===== src/rtl/fp32_mul_dispatch.sv =====
// rtl/fp32_mul_dispatch.sv - operand FIFO and single-issue sequencer feeding multiplier_fp32
// Results are captured on a rising mul_wr (or a watchdog NaN) and presented in arrival order.
module fp32_mul_dispatch #(
    parameter int DEPTH   = 4,
    parameter int TIMEOUT = 64
) (
    input  logic                     clk,
    input  logic                     reset,
    input  logic                     in_valid,
    output logic                     in_ready,
    input  logic [31:0]              in_x,
    input  logic [31:0]              in_y,
    output logic                     mul_rd,
    output logic [31:0]              mul_x,
    output logic [31:0]              mul_y,
    input  logic                     mul_wr,
    input  logic [31:0]              mul_z,
    output logic                     out_valid,
    input  logic                     out_ready,
    output logic [31:0]              out_z,
    output logic                     timeout_err,
    output logic [$clog2(DEPTH):0]   count
);

    localparam int AW = $clog2(DEPTH);
    localparam int CW = AW + 1;
    localparam int TW = $clog2(TIMEOUT);
    localparam logic [CW-1:0] FULL      = CW'(DEPTH);
    localparam logic [TW-1:0] WAIT_LAST = TW'(TIMEOUT - 1);
    localparam logic [31:0]   QNAN      = 32'h7FC0_0000;

    typedef enum logic [1:0] {
        S_IDLE,
        S_ISSUE,
        S_WAIT
    } state_t;

    state_t          state;
    logic [31:0]     mem_x [DEPTH];
    logic [31:0]     mem_y [DEPTH];
    logic [AW-1:0]   wr_ptr;
    logic [AW-1:0]   rd_ptr;
    logic [TW-1:0]   wait_cnt;
    logic            wr_q;

    logic            push;
    logic            pop;
    logic            issue;
    logic            rise;
    logic            cap_ok;
    logic            cap_to;

    assign in_ready = (count < FULL);
    assign push     = in_valid && in_ready;
    // A new issue is allowed only when the result register is free or being drained this cycle.
    assign issue    = (state == S_IDLE) && (count != '0) && (!out_valid || out_ready);
    assign rise     = mul_wr && !wr_q;
    assign cap_ok   = (state == S_WAIT) && rise;
    assign cap_to   = (state == S_WAIT) && !rise && (wait_cnt == WAIT_LAST);
    assign pop      = cap_ok || cap_to;

    always_ff @(posedge clk) begin
        if (push) begin
            mem_x[wr_ptr] <= in_x;
            mem_y[wr_ptr] <= in_y;
        end
    end

    always_ff @(posedge clk or negedge reset) begin
        if (!reset) begin
            wr_ptr <= '0;
            rd_ptr <= '0;
            count  <= '0;
        end else begin
            if (push) begin
                wr_ptr <= wr_ptr + AW'(1);
            end
            if (pop) begin
                rd_ptr <= rd_ptr + AW'(1);
            end
            case ({push, pop})
                2'b10:   count <= count + CW'(1);
                2'b01:   count <= count - CW'(1);
                default: count <= count;
            endcase
        end
    end

    always_ff @(posedge clk or negedge reset) begin
        if (!reset) begin
            state       <= S_IDLE;
            mul_rd      <= 1'b0;
            mul_x       <= '0;
            mul_y       <= '0;
            wait_cnt    <= '0;
            wr_q        <= 1'b0;
            out_valid   <= 1'b0;
            out_z       <= '0;
            timeout_err <= 1'b0;
        end else begin
            wr_q <= mul_wr;
            if (out_valid && out_ready) begin
                out_valid <= 1'b0;
            end
            case (state)
                S_IDLE: begin
                    if (issue) begin
                        state  <= S_ISSUE;
                        mul_rd <= 1'b1;
                        mul_x  <= mem_x[rd_ptr];
                        mul_y  <= mem_y[rd_ptr];
                    end
                end
                S_ISSUE: begin
                    mul_rd   <= 1'b0;
                    wait_cnt <= '0;
                    state    <= S_WAIT;
                end
                S_WAIT: begin
                    if (cap_ok) begin
                        out_z     <= mul_z;
                        out_valid <= 1'b1;
                        state     <= S_IDLE;
                    end else if (cap_to) begin
                        out_z       <= QNAN;
                        out_valid   <= 1'b1;
                        timeout_err <= 1'b1;
                        state       <= S_IDLE;
                    end else begin
                        wait_cnt <= wait_cnt + TW'(1);
                    end
                end
                default: begin
                    state  <= S_IDLE;
                    mul_rd <= 1'b0;
                end
            endcase
        end
    end

endmodule


===== config.mk =====
export PLATFORM = sky130hd
export DESIGN_NAME = fp32_mul_dispatch
export DESIGN_NICKNAME = d
export VERILOG_FILES = /design/src/rtl/fp32_mul_dispatch.sv
export SDC_FILE = /design/constraint.sdc
export NUM_CORES = 1
export LEC_CHECK = 0
export ABC_AREA = 1
export CORE_MARGIN = 8
export CORE_UTILIZATION = 54
export CTS_CLUSTER_SIZE = 16
export DETAILED_ROUTE_END_ITERATION = 16
export PLACE_DENSITY_LB_ADDON = 0.3
export SETUP_SLACK_MARGIN = 0.05
export SLEW_MARGIN = 0
export SYNTH_ARGS = -nofsm -noshare
export SYNTH_HDL_FRONTEND = slang
export SYNTH_SLANG_ARGS = --single-unit

===== constraint.sdc =====
create_clock -name clk -period 5.4 [get_ports clk]
set_input_delay 1.08 -clock clk [delete_from_list [all_inputs] [get_ports clk]]
set_output_delay 1.08 -clock clk [all_outputs]
set_load 0.02 [all_outputs]

Yosys cells after proc, flatten, opt, wreduce, memory -nomap -nowiden
Memory sizes are Yosys's and may differ from the RTL's. A register that Yosys moved wholly into a read port is not among the register bits.
Index checks and enable logic that the tools add are counted.
- add/subtract/negate cells: 5
- magnitude comparators: 1
- eq/ne operators: 9
- muxes and demuxes: 18
- bitwise gates (word level): 2
- reductions and logical operators: 26
- operators by type and width (operator ; count):
    $mux 32 ; 2
    $mux 6 ; 2
    $pmux 6 s2 ; 1
    $logic_and 1x1->1 ; 8
    $reduce_and 2->1 ; 4
    $mux 1 ; 7
    $add 6x1->6 const B ; 1
    $eq 6x6->1 const B ; 1
    $mux 2 ; 3
    $ne 2x2->1 const B ; 3
    $pmux 2 s3 ; 1
    $pmux 3 s2 ; 1
    $reduce_and 3->1 ; 2
    $reduce_bool 2->1 ; 3
    $logic_not 1->1 ; 5
    $add 2x1->2 const B ; 2
    $eq 2x1->1 const B ; 2
    $eq 2x2->1 const B ; 2
    $add 3x1->3 const B ; 1
    $lt 3x3->1 const B ; 1
    $ne 3x3->1 const B ; 1
    $reduce_bool 3->1 ; 1
    $sub 3x1->3 const B ; 1
    $logic_not 2->1 ; 1
    other kinds (3) ; 5
- register bits: 51
- memory bits (writable): 256
- output and inout port bits: 103
- memories kept: 2
- memory list (memory ; depth ; bits a word ; read ports ; clocked after Yosys merged registers in ; wr ports ; line ; text):
    mem_x ; 4 ; 32 ; 1 ; 1 ; 1 ; 39 ; logic [31:0] mem_x [DEPTH];
    mem_y ; 4 ; 32 ; 1 ; 1 ; 1 ; 40 ; logic [31:0] mem_y [DEPTH];

Depth between registers and ports, before layout
Gate-level depths: netlist (run 1).
- depth in word-level cells: 8
- gate-level depth with buffers: 12
- depth with buffers taken out: 11

Worst setup path before layout (run 1)
OpenSTA, ideal clock, no wires.
- path kind: input to register
- start point: in in_valid
- end point: mem mem_x[0][0] (enable)
- library setup time: 0.487 ns
- data arrival time: 3.945 ns
- data required time: 4.913 ns
- slack: 0.969 ns
- cell stages on the path: 2
- cell sequence: nand2_1 > nor2_1
- longest elaborated chain between the ends: 3
- RTL lines (item ; line ; text):
    start, declared ; 9 ; input logic in_valid,
    $logic_and 1x1->1 ; 54 ; assign push = in_valid && in_ready;
    $mux 1 ; 63 ; if (push) begin
    $mux 1 (implied by the code) ; 64 ; mem_x[wr_ptr] <= in_x;
    end, declared ; 39 ;
No other way between the ends.

Worst setup path in the final report (run 1)
- start point: in mul_wr
- end point: reg count[2]
- longest elaborated chain between the ends: 7
- RTL lines (item ; line ; text):
    start, declared ; 16 ; input logic mul_wr,
    $logic_and 1x1->1 * ; 57 ; assign rise = mul_wr && !wr_q;
    $logic_not 1->1 ; 59 ; assign cap_to = (state == S_WAIT) && !rise && (wait_cnt == WAIT_LAST);
    $logic_and 1x1->1 (2 in series) ; 59 ;
    $logic_or 1x1->1 * ; 60 ; assign pop = cap_ok || cap_to;
    $eq 2x1->1 or $eq 2x2->1 (tied branches) ; 81 ; case ({push, pop})
    $pmux 3 s2 or $reduce_bool 2->1 (tied branches) ; -- ;
    end signal, assigned ; 82 ; 2'b10: count <= count + CW'(1);
    end signal, assigned ; 83 ; 2'b01: count <= count - CW'(1);
    end signal, assigned ; 84 ; default: count <= count;
    end, declared ; 22 ; output logic [$clog2(DEPTH):0] count
Every way passes the cells marked *; elsewhere a longest branch is shown, timed or not.
A chain may end at the register's enable or synchronous reset.

==> results.py, run 1 <==
metrics = {
    "critical_path": {
        "startpoint_type": "primary input",
        "cp.required_ns": 5.78,
        "critPathSlowestCell": "clkdlybuf4s50_1",
        "crit_fanout": 27,
        "startpoint": "mul_wr",
        "crit_path_end": "count[2]",
        "end_kind": "flop",
        "crit_arrival_ns": 3.80,
        "reg2reg_slack_ns": 2.59,
        "crit_path_cell_trace": "clkdlybuf4s50_1 -> inv_1 -> nor2_2 -> buf_4 -> nor2_2 -> nand2_2 -> nand2_2 -> ha_1 -> inv_1 -> fa_1 -> a21oi_1 -> o21ai_0 -> xor2_1",
        "r2r-end": "count[2]",
        "cpPeakStageDelay_ns": 0.45,
        "reg2reg_from": "state[0]",
        "r2r_cells": 9,
        "path_class": "in2reg",
    },
    "cts": {
        "clkTransAtPathRegs_ns": 0.06,
        "ctsHoldBuffers": 0,
        "cts_tree": "built",
        "clockBufferDepth": 3,
        "cts-resized-gates": 0,
        "cts_htree_levels": 2,
        "root_buffer": "clkbuf_16",
        "cts_setup_buffers": 0,
        "cts_sinks": 371,
        "clock_latency_ns": 0.52,
        "cts_buffers": 36,
    },
    "routing": {
        "drc": 0,
        "drt-total-wl_mm": 32.1,
        "wl_per_cell_um": 18.8,
        "wl_met2_mm": 15.5,
        "drt_pass1_iterations": 5,
        "top_layer": "met5",
        "routed_via_density": 5.51,
        "drt_iter0_markers": 726,
        "vias": 9384,
        "wl_met1_mm": 13.5,
        "ant_nets": 0,
        "met3_length_mm": 2.47,
    },
    "pwr": {
        "ir_worst_vdd_uv": 370,
        "power_mw": 10.3,
        "leakage_nw": 6.76,
        "power_density_nw_per_um2": 584,
    },
    "global_routing": {
        "antenna_found_initial": 3,
        "grt_max_degree": 79,
        "grt_pass1_wl_mm": 50.3,
        "grtUsageTotal_pct": 20.2,
        "overflow": 0,
        "grt_pass1_vias": 9506,
    },
    "yosys": {
        "yosysSeqAreaShare_pct": 74.8,
        "synthesis.nets": 1256,
        "synth_warnings": 0,
        "synth_area_um2": 14100,
        "yosysTopAreaCellShare_pct": 54.4,
        "ys_ff_latch": 371,
        "syn_area_per_cell_um2": 12.3,
        "synthCells": 1148,
        "yosysTopAreaCell": "edfxtp_1",
        "synth.distinct_cells": 27,
        "ys_top_cells_by_area": "edfxtp_1 (54%), dfrtp_1 (20%), nand2_1 (6.4%), nor2_1 (4.3%), o21ai_0 (2.8%)",
    },
    "floorplan": {
        "num_rows": 59,
        "start_util_pct": 54.5,
        "io_pins": 204,
        "core_um2": 25900,
        "die_w_um": 178,
        "die_y_um": 178,
        "die_area_um2": 31600,
    },
    "timing": {
        "rsz0062_at_grt": "false",
        "max_freq_ghz": 0.292,
        "whs_ns": 0.473,
        "post-route-period-util_pct": 63.4,
        "fin_skew_ns": 0.0252,
        "setup_tns_ns": 0,
        "max_slew.worst_pin.slew_ns": 0.996,
        "relSlewSlack_pct": 33.6,
        "slew_viol_final": 0,
        "hold_violations": 0,
        "period_needed_ns": 3.42,
        "setup_viol": 0,
    },
    "min_path": {
        "hold_class": "reg2reg",
        "hold_path_depth": 2,
    },
    "place": {
        "placed_cells": 1636,
        "place_congestion": 0.831,
        "place_area_um2": 16400,
        "dp_hpwl_mm": 19.3,
        "io_buffers": 203,
    },
    "cells_and_area": {
        "area_delta_synth_final_pct": 24.6,
        "num-nets-final": 1447,
        "drive_gt1_share_pct": 6.22,
        "final_cell_mix": "edfxtp_1 (256), nand2_1 (242), clkdlybuf4s50_1 (202)",
        "layout_commonest_cell": "edfxtp_1",
        "fin_cells": 1704,
        "fin_area_um2": 17600,
    },
    "flow_run": {
        "maxCapViolCount": 0,
    },
    "run_status": {
        "status": "complete, no violations",
    },
}
## where the power goes
part | internal (mW) | total [mW] | switching [mW]
clock | 1.53 | 2.55 | 1.02
combinational | 1.36 | 3.64 | 2.28
sequential | 3.73 | 4.09 | 0.359
## cells in the mapped netlist
| cell type | instances |
|---|---|
| nand2_2 | 2 |
| a21oi_1 | 4 |
| dfrtp_1 | 115 |
| inv_1 | 24 |
| o22ai_1 | 64 |
| nor3_1 | 2 |
| fa_1 | 1 |
| nand3_1 | 54 |
| o21ai_0 | 80 |
| clkbuf_1 | 24 |
| buf_4 | 7 |
| nor2_1 | 163 |
| buf_1 | 1 |
| inv_2 | 2 |
| ha_1 | 6 |
| edfxtp_1 | 256 |
| o21ai_1 | 56 |
| clkbuf_2 | 1 |
| nor3_2 | 1 |
| xor2_1 | 3 |
| buf_6 | 10 |
| nand4_1 | 1 |
| nand2_1 | 242 |
| buf_2 | 23 |
| clkinv_1 | 1 |
| xnor2_1 | 2 |
| nor2_2 | 3 |
## layout make-up
| class | instances | area [um^2] |
|---|---|---|
| sequential | 371 | 10600 |
| fill | 1818 | 8300 |
| multi-input combinational | 684 | 3120 |
| timing repair buffer | 219 | 2150 |
| clock buffer | 50 | 1070 |
| tap | 335 | 419 |
| clock inverter | 16 | 168 |
| inverter | 27 | 104 |
| antenna | 2 | 5.00 |
## metal layers
| metal | global-route usage [%] | vias to the layer above |
|---|---|---|
| met5 | 0 | - |
| met4 | 6.04 | 4 |
| met3 | 4.34 | 59 |
| met2 | 33.8 | 362 |
| met1 | 26.2 | 4575 |
| li1 | - | 4384 |
## logic make-up (layout without fill, tap and decap cells)
| family | Yosys count | after routing | share of synthesized area [%] |
|---|---|---|---|
| xor gates and xnor gates | 5 | 5 | 0.310 |
| and+or+nand+nor | 468 | 468 | 13.1 |
| AOI/OAI and AO/OA | 204 | 204 | 7.79 |
| adders and majority gates | 7 | 7 | 0.673 |
| buffers and inverters | 93 | 312 | 3.40 |
| DFF | 371 | 371 | 74.8 |
| other | 0 | 2 | 0 |
## metrics by stage
step / util, % / worst slack (ns)
6_report: 68.0 / 1.98
5_1_grt: 67.9 / 1.81
4_1_cts: 67.9 / 2.03
3_5_place_dp: 63.2 / 1.48
3_3_place_gp: 63.2 / 1.53
2_1_floorplan: - / 0.969
## state kept, by name (all words and copies together), names as in the netlist
| name | count |
|---|---|
| wr_ptr | 2 |
| mul_y | 32 |
| state | 2 |
| wait_cnt | 6 |
| timeout_err | 1 |
| count | 3 |
| mul_x | 32 |
| mem_y | 128 |
| out_z | 32 |
| mul_rd | 1 |
| wr_q | 1 |
| rd_ptr | 2 |
| mem_x | 128 |
| out_valid | 1 |
## critical path, delay by kind of cell
| kind | cells | cell delay [ns] |
|---|---|---|
| simple gates | 4 | 0.94 |
| xor+xnor | 1 | 0.15 |
| fa+ha+maj | 2 | 0.57 |
| compound gates | 2 | 0.25 |
| buf+inv | 4 | 0.81 |
## worst min path at each step
| stage | start | slack (ns) | end |
|---|---|---|---|
| 2_1_floorplan | wait_cnt[0] | 0.51 | wait_cnt[0] |
| 3_3_place_gp | mul_y[17] | 0.46 | mul_y[17] |
| 3_5_place_dp | mul_y[13] | 0.46 | mul_y[13] |
| 4_1_cts | mul_y[13] | 0.48 | mul_y[13] |
| 5_1_grt | mul_y[0] | 0.50 | mul_y[0] |
| 6_report | mul_x[1] | 0.47 | mul_x[1] |
No activity file was read; power rests on OpenSTA's default activity.
==> inputs of run 2 (changes only) <==
--- a/config.mk
+++ b/config.mk
@@ -7,7 +7,7 @@
 export LEC_CHECK = 0
 export ABC_AREA = 1
 export CORE_MARGIN = 8
-export CORE_UTILIZATION = 54
+export CORE_UTILIZATION = 49
 export CTS_CLUSTER_SIZE = 16
 export DETAILED_ROUTE_END_ITERATION = 16
 export PLACE_DENSITY_LB_ADDON = 0.3
==> constraint.sdc (replaced) <==
create_clock -name clk -period 3 [get_ports clk]
set_input_delay 0.6 -clock clk [delete_from_list [all_inputs] [get_ports clk]]
set_output_delay 0.6 -clock clk [all_outputs]
set_load 0.02 [all_outputs]
==> run 2 against run 1 <==
  * Design area is 1.8% higher
  * Critical endpoint is now in_ready
  * Total power rose by 82%
  * Largest cell class unchanged
  * Sequential cell count unchanged
  * Combinational power increased by 91%
  * Critical path depth down 11
  * Critical path type is now reg2out
==> results.py, run 2 (synthesized netlist as in run 1, its figures left out) <==
metrics = {
    "run_status": {
        "status": "complete, no violations",
    },
    "critical_path": {
        "crit_path_end": "in_ready",
        "startpoint": "count[2]",
        "reg2reg_slack_ns": 0.82,
        "r2r-end": "count[2]",
        "crit_arrival_ns": 1.65,
        "r2r_cells": 11,
        "crit_fanout": 3,
        "end_kind": "output pin",
        "reg2reg_from": "wait_cnt[0]",
        "cp.required_ns": 2.40,
        "startpoint_type": "flop",
        "path_class": "reg2out",
    },
    "cells_and_area": {
        "final_cell_mix": "edfxtp_1 (256), nand2_1 (242), clkdlybuf4s50_1 (202)",
        "final_core_util_pct": 62.8,
        "area_delta_synth_final_pct": 26.8,
        "n_fill_cell": 2221,
        "fin_cells": 1772,
        "layout_commonest_cell": "edfxtp_1",
        "seq_area_um2": 10600,
        "drive_gt1_share_pct": 7.49,
        "top_regs": "mem_x x128, mem_y x128",
        "num-nets-final": 1468,
        "n_antenna_cell": 0,
        "multi_input_area_um2": 3120,
    },
    "routing": {
        "drc": 0,
        "routed_via_density": 5.31,
        "drt_iter0_markers": 643,
        "drt-total-wl_mm": 33.4,
        "vias": 9418,
        "ant_nets": 0,
        "drt_pass1_iterations": 5,
        "wl_per_cell_um": 18.8,
    },
    "timing": {
        "setup_viol": 0,
        "relSlewSlack_pct": 48.8,
        "slew_viol_final": 0,
        "max_freq_ghz": 0.445,
        "period_needed_ns": 2.25,
        "hold_violations": 0,
        "post-route-period-util_pct": 74.9,
        "rsz0062_at_grt": "false",
        "setup_tns_ns": 0,
        "fin_skew_ns": 0.0263,
        "max_slew.worst_pin.slew_ns": 0.768,
    },
    "floorplan": {
        "die_y_um": 186,
        "die_area_um2": 34500,
        "core_um2": 28500,
        "io_pins": 204,
        "die_w_um": 186,
        "start_util_pct": 49.5,
        "num_rows": 62,
    },
    "place": {
        "place_congestion": 0.799,
        "io_buffers": 203,
        "placed_cells": 1705,
        "dp_hpwl_mm": 19.6,
    },
    "global_routing": {
        "grt_pass1_wl_mm": 52.2,
        "overflow": 0,
        "grt_max_degree": 132,
        "antenna_found_initial": 1,
        "grtUsageTotal_pct": 19.3,
        "grt_pass1_vias": 9788,
    },
    "flow_run": {
        "maxCapViolCount": 0,
    },
    "cts": {
        "cts_tree": "built",
        "cts_sinks": 371,
        "cts_htree_levels": 2,
        "ctsHoldBuffers": 0,
        "cts_buffers": 37,
        "cts_setup_buffers": 0,
        "clock_latency_ns": 0.52,
        "clkTransAtPathRegs_ns": 0.06,
        "clockBufferDepth": 3,
        "root_buffer": "clkbuf_16",
        "cts-resized-gates": 0,
    },
    "pwr": {
        "leakage_nw": 6.90,
        "ir_worst_vdd_uv": 607,
        "power_density_nw_per_um2": 1050,
    },
    "min_path": {
        "hold_class": "in2async",
    },
}
run 2: worst min-delay path by stage:
stage	slack, ns	endpoint
final	0.06	out_z[30]
after CTS	0.08	wait_cnt[1]
after floorplan	0.30	count[0]
after detailed placement	0.45	timeout_err
after global placement	0.45	timeout_err
after global routing	0.10	wait_cnt[1]
run 2: final cells by class:
cell class	instances	area share, %
Clock buffer	52	5.88
Inverter	27	0.579
Tap cell	384	2.68
Sequential cell	371	59.0
Clock inverter	15	0.901
Timing Repair Buffer	239	13.6
Multi-Input combinational cell	684	17.4
run 2: stage by stage:
stage | hold slack, ns | instance area (um^2) | total power, mW | worst slack, ns
2_1_floorplan | 0.304 | 14100 | 11.4 | -0.0533
3_3_place_gp | 0.448 | 16700 | 14.2 | 0.374
3_5_place_dp | 0.453 | 16700 | 14.3 | 0.373
4_1_cts | 0.0849 | 17900 | 18.9 | 0.715
5_1_grt | 0.103 | 17900 | 19.9 | 0.624
6_report | 0.0632 | 17900 | 18.8 | 0.753
run 2: metal layers:
layer  routed length (um)  part of all wire, %  GRT usage (%)
met5                   12                0.036              0
met4                  550                  1.6           4.89
met2                15700                   47           32.5
met1                14600                   44           25.2
met3                 2560                  7.7           4.22
run 2: worst max-delay path, stage by stage, from the launching register on:
cell and delay (ns):
dfrtp_1 0.40, inv_1 0.12, clkdlybuf4s50_1 0.62
run 2: power breakdown:
part	switching [mW]	internal [mW]
sequential	0.530	6.71
clock	1.85	2.72
combinational	4.31	2.63
total	6.69	12.1
==> inputs of run 3 (changes only) <==
==> constraint.sdc (replaced) <==
create_clock -name clk -period 1.8 [get_ports clk]
set_input_delay 0.36 -clock clk [delete_from_list [all_inputs] [get_ports clk]]
set_output_delay 0.36 -clock clk [all_outputs]
set_load 0.02 [all_outputs]
==> run 3 against run 2 <==
  * The flow now finishes with violations (setup timing)
  * Non-clock buffer count rose by 31
  * Total power increased by 68%
  * First-iteration DRC count grew 7.3%
  * Clock-buffer cell count is 1 higher
  * Sequential cell count did not move
  * Highest routed layer unchanged
  * Combinational power rose by 64%
  * Largest power group unchanged
  * Clock power rose by 76%
  * Global-route usage rose by 0.24 points
==> results.py, run 3 (synthesized netlist as in run 1, its figures left out) <==
metrics = {
    "run_status": {
        "status": "finished with violations",
        "failed_checks": "setup timing",
    },
    "routing": {
        "drc": 0,
        "drt_pass1_iterations": 5,
        "drt_iter0_markers": 690,
        "drt-total-wl_mm": 33.7,
        "ant_nets": 0,
        "routed_via_density": 5.30,
        "vias": 9567,
        "wl_per_cell_um": 18.7,
    },
    "timing": {
        "max_slew.worst_pin.slew_ns": 0.361,
        "fin_skew_ns": 0.00851,
        "slew_viol_final": 0,
        "rsz0062_at_grt": "true",
        "max_freq_ghz": 0.547,
        "hold_violations": 0,
        "period_needed_ns": 1.83,
        "setup_slack_ns": -0.0271,
        "whs_ns": 0.297,
        "post-route-period-util_pct": 102,
        "setup_viol": 1,
        "relSlewSlack_pct": 76.0,
    },
    "critical_path": {
        "cp.required_ns": 2.19,
        "reg2reg_from": "wait_cnt[1]",
        "end_kind": "flop",
        "startpoint_type": "flop",
        "startpoint": "wait_cnt[1]",
        "r2r_cells": 11,
        "path_class": "reg2reg",
        "crit_arrival_ns": 2.22,
        "crit_fanout": 2,
    },
    "cells_and_area": {
        "drive_gt1_share_pct": 10.7,
        "layout_commonest_cell": "edfxtp_1",
        "num-nets-final": 1499,
        "top_regs": "mem_x x128, mem_y x128",
        "final_cell_mix": "edfxtp_1 (256), nand2_1 (241), nor2_1 (158)",
        "area_delta_synth_final_pct": 28.9,
        "n_antenna_cell": 0,
    },
    "floorplan": {
        "num_rows": 62,
        "io_pins": 204,
        "die_area_um2": 34500,
        "die_w_um": 186,
        "core_um2": 28500,
        "start_util_pct": 49.5,
        "die_y_um": 186,
    },
    "global_routing": {
        "antenna_found_initial": 3,
        "grt_pass1_wl_mm": 52.7,
        "grtUsageTotal_pct": 19.5,
        "overflow": 0,
        "grt_max_degree": 58,
        "grt_pass1_vias": 9880,
    },
    "pwr": {
        "power_mw": 31.4,
        "ir_worst_vdd_uv": 924,
        "power_density_nw_per_um2": 1730,
        "leakage_nw": 7.32,
    },
    "cts": {
        "cts_sinks": 371,
        "clkTransAtPathRegs_ns": 0.06,
        "cts_tree": "built",
        "clockBufferDepth": 3,
        "clock_latency_ns": 0.52,
        "root_buffer": "clkbuf_16",
        "cts_buffers": 37,
        "cts_htree_levels": 2,
    },
    "place": {
        "place_congestion": 0.858,
        "dp_hpwl_mm": 21.4,
        "io_buffers": 203,
    },
    "min_path": {
        "hold_class": "in2async",
    },
    "flow_run": {
        "maxCapViolCount": 0,
    },
}
[run 3: timing repair]
action                                  in CTS  in global routing
hold endpoints to repair                    22                  0
endpoints found under the setup margin     105                  3
setup buffers                                1                  1
hold buffers                                 1                  0
resized for setup                          106                  2
pin swaps                                    3                  1
[run 3: path summary, 6_finish.rpt]
path                          endpoint  slack, ns
max in group asynchronous     count[2]       0.88
setup reg to reg              count[2]      -0.03
hold / removal                mul_y[4]       0.30
min in group clk             out_z[31]       0.41
setup / recovery              count[2]      -0.03
hold reg to reg            timeout_err       0.47
[run 3: through the flow]
step                      worst slack (ns)  TNS (ns)  utilization (%)  cells  instance area (um^2)
after global placement              -0.456    -48.71             59.6   1733                 17000
after detailed placement            -0.436    -53.78             59.6   1733                 17000
after global routing                -0.142    -0.142             63.8   1804                 18200
final                              -0.0271   -0.0271             63.8   1804                 18200
after CTS                          -0.0449   -0.0449             63.8   1803                 18200
after floorplan                     -0.297    -69.37                -   1148                 14200
[run 3: area by class of cell]
class                           instances  area (um^2)
Timing Repair Buffer                  270         2590
Multi-Input combinational cell        684         3170
Tap cell                              384          480
Inverter                               27          106
Fill cell                            2223        10300
Clock buffer                           53         1090
Clock inverter                         15          208
Sequential cell                       371        10600
[run 3: routing by layer]
layer,up-vias,GRT usage [%],wire length [um]
met5,-,0,41
met4,6,6.70,871
met3,70,4.63,2660
met2,343,32.6,16100
met1,4659,24.8,14000
li1,4489,-,-
[run 3: critical path: stages, from the launching register on]
cell,delay [ns]
dfrtp_1,0.35
ha_2,0.19
nand3_2,0.09
nor2_2,0.09
nand2_2,0.06
nand2_2,0.08
ha_4,0.13
inv_2,0.03
fa_2,0.34
a21oi_2,0.11
o21ai_1,0.08
xor2_1,0.14
[run 3: report_power, final]
part / switching, mW / total (mW) / internal (mW)
combinational: 7.28 / 11.4 / 4.09
sequential: 0.847 / 12.0 / 11.2
clock: 3.10 / 8.05 / 4.94
